[src/rtl/if_id_stage.sv]
// Instruction-fetch stage and IF/ID pipeline register for the 5-stage MIPS core.
// Owns the PC, handles hazard stalls and taken branch/jump redirects, and slices the decode fields.
module if_id_stage #(
  parameter logic [31:0] RESET_PC = 32'h0000_3000,
  parameter int unsigned CNT_W    = 32
) (
  input  logic             clk,
  input  logic             rst,
  input  logic             stall,
  input  logic             redirect_valid,
  input  logic [31:0]      redirect_pc,
  output logic [31:0]      imem_addr,
  input  logic [31:0]      imem_rdata,
  output logic             id_valid,
  output logic [31:0]      id_pc,
  output logic [31:0]      id_pc4,
  output logic [31:0]      id_instr,
  output logic [5:0]       id_op,
  output logic [4:0]       id_rs,
  output logic [4:0]       id_rt,
  output logic [4:0]       id_rd,
  output logic [4:0]       id_shamt,
  output logic [5:0]       id_funct,
  output logic [15:0]      id_imm16,
  output logic [25:0]      id_target26,
  output logic [CNT_W-1:0] stall_cnt,
  output logic [CNT_W-1:0] squash_cnt
);

  function automatic logic [CNT_W-1:0] sat_inc(input logic [CNT_W-1:0] v);
    return (&v) ? v : v + CNT_W'(1);
  endfunction

  logic [31:0] pc_p0;

  assign imem_addr = pc_p0;

  // IF -> IF/ID boundary; a redirect squashes the wrong-path word even while stalled
  always_ff @(posedge clk) begin
    if (rst) begin
      pc_p0    <= RESET_PC;
      id_valid <= 1'b0;
      id_instr <= 32'h0;
      id_pc    <= 32'h0;
    end else if (redirect_valid) begin
      pc_p0    <= redirect_pc & ~32'h3;
      id_valid <= 1'b0;
      id_instr <= 32'h0;
      id_pc    <= 32'h0;
    end else if (!stall) begin
      pc_p0    <= pc_p0 + 32'd4;
      id_valid <= 1'b1;
      id_instr <= imem_rdata;
      id_pc    <= pc_p0;
    end
  end

  always_ff @(posedge clk) begin
    if (rst) begin
      stall_cnt  <= '0;
      squash_cnt <= '0;
    end else if (redirect_valid) begin
      squash_cnt <= sat_inc(squash_cnt);
    end else if (stall) begin
      stall_cnt  <= sat_inc(stall_cnt);
    end
  end

  assign id_pc4      = id_pc + 32'd4;
  assign id_op       = id_instr[31:26];
  assign id_rs       = id_instr[25:21];
  assign id_rt       = id_instr[20:16];
  assign id_rd       = id_instr[15:11];
  assign id_shamt    = id_instr[10:6];
  assign id_funct    = id_instr[5:0];
  assign id_imm16    = id_instr[15:0];
  assign id_target26 = id_instr[25:0];

endmodule

[config.mk]
export PLATFORM = sky130hd
export DESIGN_NAME = if_id_stage
export DESIGN_NICKNAME = d
export VERILOG_FILES = /design/src/rtl/if_id_stage.sv
export SDC_FILE = /design/constraint.sdc
export NUM_CORES = 1
export LEC_CHECK = 0
export BUFFER_PORTS_ARGS = -buffer_cell sky130_fd_sc_hd__buf_2
export CELL_PAD_IN_SITES_DETAIL_PLACEMENT = 0
export CELL_PAD_IN_SITES_GLOBAL_PLACEMENT = 1
export CORE_ASPECT_RATIO = 1.4
export CORE_MARGIN = 3
export CORE_UTILIZATION = 38
export DETAILED_ROUTE_END_ITERATION = 10
export GPL_TIMING_DRIVEN = 0
export PLACE_DENSITY_LB_ADDON = 0.1
export SYNTH_ARGS = -nofsm -noshare
export SYNTH_HDL_FRONTEND = slang
export SYNTH_SLANG_ARGS = --single-unit
[constraint.sdc]
create_clock -name clk -period 6.8 [get_ports clk]
set_clock_uncertainty 0.1 [all_clocks]
set_input_delay 0.68 -clock clk [delete_from_list [all_inputs] [get_ports clk]]
set_output_delay 0.68 -clock clk [all_outputs]
set_load 0.05 [all_outputs]
==> results of run 1 <==
Yosys cell counts, drive strengths merged (4+ instances only):
library cell | instances | area [sq um]
o31ai | 13 | 97.59
xnor2 | 44 | 385.4
a21oi | 40 | 200.2
o21ai | 20 | 100.1
nor2 | 144 | 540.5
inv | 10 | 37.54
nand2 | 45 | 168.9
and3 | 12 | 75.07
or3 | 20 | 125.1
nand3 | 33 | 165.2
mux2 | 11 | 123.9
a311oi | 5 | 43.79
dfxtp | 157 | 3143
and2 | 5 | 31.28
and4 | 15 | 132.6
nor4 | 11 | 90.08
nor3 | 18 | 90.09
a211oi | 11 | 82.58
xor2 | 23 | 201.4
or2 | 5 | 31.28
clkbuf | 35 | 132.6
ha | 4 | 50.05
buf | 93 | 668.1
mux2i | 71 | 710.7
nand4 | 43 | 275.3
nor2b | 17 | 106.4
or4 | 14 | 105.1
cell type report:
| class | count | area (sq um) | area share, % |
|---|---|---|---|
| diodes | 2 | 5.005 | 0.04625 |
| plain buffers | 128 | 800.8 | 7.401 |
| clock buffers | 22 | 464.2 | 4.290 |
| clock inverters | 10 | 162.7 | 1.503 |
| inverters | 10 | 37.54 | 0.3469 |
| multi-input cells | 666 | 4260 | 39.37 |
| flip-flops and latches | 157 | 3143 | 29.05 |
| well taps | 260 | 325.3 | 3.006 |
| repair buffers | 324 | 1622 | 14.99 |
power breakdown:
group	internal, mW	switching (mW)	total [mW]
sequential	0.944	0.0363	0.980
combinational	0.102	0.249	0.351
clock	0.634	0.389	1.02
registers in the layout, summed over array words and instances (netlist names):
register,cells
squash_cnt,32
id_pc,30
stall_cnt,32
imem_addr,30
id_instr,32
id_valid,1
logic make-up after synthesis:
group	after synthesis	share of synthesized area, %
fa+ha+maj	4	0.6087
other cells	1	0.04560
simple gates	398	25.27
buf+inv	138	10.19
flops	157	38.22
compound gates	109	8.369
xor+xnor	67	7.136
mux	82	10.15
per-layer routing:
| metal | wire [um] | global-route usage [%] | up-vias |
|---|---|---|---|
| met5 | 37 | 0 | - |
| li1 | - | - | 4018 |
| met2 | 14820 | 43.55 | 230 |
| met1 | 10200 | 24.36 | 3748 |
| met4 | 536 | 6.198 | 8 |
| met3 | 2076 | 6.851 | 34 |
how the worst max path moves through the flow:
stage,start,end,slack [ns],cells after the start
after floorplan,id_pc[2],id_pc4[22],3.14,7
after global placement,id_pc[4],id_pc4[31],3.34,7
after detailed placement,id_pc[4],id_pc4[31],3.33,7
after CTS,id_pc[4],id_pc4[31],2.87,7
after global routing,id_pc[9],id_pc4[31],2.78,7
final,id_pc[5],id_pc4[31],2.97,7
metrics by stage:
step                      cells  area, sq um
after floorplan             961         8242
after global placement     1545        10190
after detailed placement   1545        10190
after CTS                  1577        10820
after global routing       1579        10820
final                      1579        10820
critical path, stage by stage, from the launching register on:
cell	delay (ns)
dfxtp_1	0.43
nand4_1	0.23
nor4_1	0.59
nand2b_1	0.11
clkbuf_1	0.21
nor4_1	0.58
xor2_1	0.19
buf_2	0.29
==> impl_metrics.py, run 1 <==
metrics = {
    "global_route": {
        "grt_pass1_vias": 7512,
        "globalRouteOverflowTotal": 0,
        "grt_pass1_wl_mm": 42.55,
        "grt_max_degree": 17,
        "grt_usage_pct": 23.12,
        "antenna_found_initial": 6,
    },
    "synthesis": {
        "ys_seq_elements": 157,
        "synth-main-ff-cell": "dfxtp_1",
        "synth_cell_types": 57,
        "yosys_warnings": 0,
        "synth-edff-count": 0,
        "syn_inst": 956,
        "syn_area_per_cell_sq_um": 8.601,
        "synth_seq_area_share_pct": 38.22,
        "syn_area_sq_um": 8223,
        "async_reset_ff_share_pct": 0,
    },
    "floorplanning": {
        "initial_core_util_pct": 38.78,
        "die-area_sq_um": 23470,
        "fp-row-count": 63,
        "boundaryPins": 335,
        "die_h_um": 180.1,
        "die_w_um": 130.3,
        "core_area_sq_um": 21200,
    },
    "placement": {
        "io_buffers": 324,
        "place_congestion": 0.7896,
        "pre_cts_ws_ns": 3.330,
        "place_hpwl_mm": 21.83,
    },
    "cts": {
        "path_clk_slew_ns": 0.06,
        "cts_tree": "done",
        "root_buffer": "clkbuf_16",
        "post-cts-setup-buffers": 0,
        "holdBufCountCts": 0,
        "htreeDepth": 4,
        "cts_buffers": 17,
        "ctsResizeCount": 0,
        "max-clock-path-buffers": 2,
        "clock_latency_ns": 0.43,
        "cts_sinks": 157,
    },
    "drt": {
        "routedWlPerCell_um": 17.53,
        "drt.antenna.violating_nets": 0,
        "route.detailed.drc": 0,
        "firstDrtPassIters": 4,
        "routed_wl_mm": 27.68,
        "via_per_inst": 5.091,
        "drtIter0Drc": 245,
        "routed-via-count": 8038,
    },
    "critical_path": {
        "r2r_setup_slack_ns": 4.13,
        "r2r_start": "squash_cnt[9]",
        "worstSetupEndpointType": "output pin",
        "r2r_end": "squash_cnt[23]",
        "path_max_fanout": 7,
        "ff2ff_path_depth": 8,
        "required_ns": 6.02,
        "critPathLaunchType": "flip-flop",
        "critical_path_class": "flip-flop to output pin",
        "arrival_ns": 3.05,
    },
    "sta": {
        "period_share_pct": 56.33,
        "finalMaxSlewViolations": 0,
        "whs_ns": 0.3642,
        "hold_violations": 0,
        "min_period_ns": 3.830,
        "layout_setup_ws_ns": 2.970,
        "worst_slew_pin_slew_ns": 0.9351,
        "rsz0062_at_grt": "false",
        "tns_ns": 0,
        "max_freq_ghz": 0.2611,
        "setup_violations": 0,
        "slew_headroom_pct": 36.87,
    },
    "power_and_ir_drop": {
        "power_density_nw_per_um2": 217.6,
        "power_mw": 2.354,
        "p_leak_nw": 5.119,
        "peakVddDrop_v": 0.0001478,
    },
    "finish": {
        "nFillCells": 2138,
        "layout-drive-gt1-share_pct": 35.16,
        "post-route-util_pct": 51.03,
        "final_common_cell": "buf_2",
        "fin_nets": 1376,
        "syn_to_final_growth_pct": 31.59,
        "layout_common_cells": "buf_2, dfxtp_1, nor2_1, buf_4, mux2i_1",
    },
    "hold_path": {
        "holdPathEnd": "id_valid",
        "min_from": "id_valid",
        "hold_depth": 2,
        "hp-class": "flip-flop to flip-flop",
    },
    "status": {
        "status": "finished clean",
    },
    "job": {
        "drv_cap": 0,
    },
}
No activity file was read; power rests on OpenSTA's default activity.
==> run 2: changes to the inputs <==
--- a/config.mk
+++ b/config.mk
@@ -10,7 +10,7 @@
 export CELL_PAD_IN_SITES_GLOBAL_PLACEMENT = 1
 export CORE_ASPECT_RATIO = 1.4
 export CORE_MARGIN = 3
-export CORE_UTILIZATION = 38
+export CORE_UTILIZATION = 35
 export DETAILED_ROUTE_END_ITERATION = 10
 export GPL_TIMING_DRIVEN = 0
 export PLACE_DENSITY_LB_ADDON = 0.1
==> constraint.sdc (replaced) <==
create_clock -name clk -period 3.71 [get_ports clk]
set_clock_uncertainty 0.1 [all_clocks]
set_input_delay 0.371 -clock clk [delete_from_list [all_inputs] [get_ports clk]]
set_output_delay 0.371 -clock clk [all_outputs]
set_load 0.05 [all_outputs]
==> run 2 against run 1 <==
Power rose by 77%. Via count is 0.34% lower. Non-clock buffer count unchanged. Largest power group is now sequential cells. Wire length is 2.2% higher. Cell count is 2.6% higher. Utilization fell by 3.7 points. Register-to-register slack worse by 3.1 ns. Sequential cell count stayed put. Global-route usage down 1.6 points.
==> impl_metrics.py, run 2 (synthesized netlist as in run 1, its figures left out) <==
metrics = {
    "placement": {
        "dp.cells": 1586,
        "io_buffers": 324,
        "place_hpwl_mm": 22.54,
        "place_congestion": 0.8138,
    },
    "global_route": {
        "grt_pass1_vias": 7244,
        "grt_max_degree": 17,
        "antenna_found_initial": 12,
        "globalRouteOverflowTotal": 0,
        "grt_usage_pct": 21.53,
        "grt_pass1_wl_mm": 42.78,
    },
    "critical_path": {
        "worstSetupEndpointType": "output pin",
        "critPathLaunchType": "flip-flop",
        "critical_path_class": "flip-flop to output pin",
        "path_max_fanout": 7,
        "arrival_ns": 2.94,
        "required_ns": 3.24,
    },
    "finish": {
        "final_cells": 1620,
        "fin_nets": 1376,
        "syn_to_final_growth_pct": 31.66,
        "nFillCells": 2325,
        "final_common_cell": "buf_2",
        "layout_common_cells": "buf_2, dfxtp_1, nor2_1, buf_4, mux2i_1",
        "layout-drive-gt1-share_pct": 35.46,
        "largest_registers": "id_instr x32, squash_cnt x32, stall_cnt x32",
    },
    "hold_path": {
        "hp-class": "input pin to flip-flop",
    },
    "sta": {
        "finalMaxSlewViolations": 0,
        "tns_ns": 0,
        "max_freq_ghz": 0.2934,
        "hold_violations": 0,
        "slew_headroom_pct": 41.26,
        "worst_slew_pin_slew_ns": 0.8738,
        "setup_violations": 0,
        "whs_ns": 0.06002,
        "period_share_pct": 91.88,
        "rsz0062_at_grt": "false",
        "min_period_ns": 3.409,
    },
    "floorplanning": {
        "die_h_um": 187.4,
        "boundaryPins": 335,
        "fp-row-count": 65,
        "die_w_um": 135.5,
        "core_area_sq_um": 22850,
        "initial_core_util_pct": 35.98,
        "die-area_sq_um": 25400,
    },
    "drt": {
        "drtIter0Drc": 294,
        "routed-via-count": 8011,
        "drt.antenna.violating_nets": 0,
        "route.detailed.drc": 0,
        "firstDrtPassIters": 5,
        "routedWlPerCell_um": 17.47,
        "routed_wl_mm": 28.30,
        "via_per_inst": 4.945,
    },
    "power_and_ir_drop": {
        "p_sw_mw": 1.291,
        "pwr-share-clk_pct": 41.4,
        "power.share.switching_pct": 31.02,
        "p_comb_share_pct": 15.5,
        "p_leak_nw": 5.093,
        "power.internal_mw": 2.872,
        "seqPwrFrac_pct": 43.2,
        "power_density_nw_per_um2": 384.5,
        "peakVddDrop_v": 0.0003034,
    },
    "job": {
        "drv_cap": 0,
    },
    "cts": {
        "root_buffer": "clkbuf_16",
        "cts_sinks": 157,
        "post-cts-setup-buffers": 0,
        "holdBufCountCts": 0,
        "clock_latency_ns": 0.43,
        "ctsResizeCount": 1,
        "cts_buffers": 17,
        "path_clk_slew_ns": 0.07,
        "cts_tree": "done",
        "max-clock-path-buffers": 2,
        "htreeDepth": 4,
    },
    "status": {
        "status": "finished clean",
    },
}
run 2: stage by stage:
step	total power, mW	utilization (%)	instance area [sq um]	worst slack, ns
detailed placement	2.486	44.81	10240	0.4006
CTS	4.218	47.35	10820	0.1526
floorplan	2.298	-	8242	0.3552
global route	4.322	47.37	10830	0.01932
finish	4.163	47.37	10830	0.3012
global placement	2.483	44.81	10240	0.4353
run 2: layout make-up:
cell class	count	area, sq um	share of cell area (%)
multi-input combinational	666	4267	39.41
sequential	157	3143	29.03
timing repair buffer	324	1622	14.98
buffer	128	800.8	7.396
clock buffer	18	439.2	4.056
tap	301	376.6	3.479
clock inverter	14	136.4	1.260
inverter	10	37.54	0.3467
antenna	2	5.005	0.04623
run 2: worst paths after layout:
kind                            cells past startpoint  slack (ns)       startpoint             to
worst max-delay path                                7        0.30         id_pc[4]     id_pc4[31]
worst min-delay path                                3        0.06  redirect_pc[13]  imem_addr[13]
worst max register to register                      6        1.05     stall_cnt[0]  stall_cnt[28]
worst min register to register                      2        0.35         id_valid       id_valid
run 2: layer usage:
layer  vias up  part of all wire, %  track usage (%)
met2       245                   53            40.49
met1      3697                   37            22.68
met3        37                  8.2            7.696
met4        20                  1.2            4.655
li1       4012                    -                -
met5         -                 0.45                0
run 2: power by group through the flow:
stage / sequential, mW / clock (mW) / combinational, mW
6_report: 1.80 / 1.72 / 0.643
3_3_place_gp: 1.83 / 0 / 0.649
2_1_floorplan: 1.97 / 0 / 0.329
3_5_place_dp: 1.84 / 0 / 0.650
4_1_cts: 1.80 / 1.77 / 0.652
5_1_grt: 1.81 / 1.83 / 0.684
run 2: worst max-delay path: stages, from the launching register on:
cell and delay, ns:
dfxtp_1 0.44, nand4_1 0.27, nor4_2 0.46, nand2b_1 0.09
clkbuf_1 0.21, nor4_1 0.58, xor2_1 0.18, buf_2 0.29
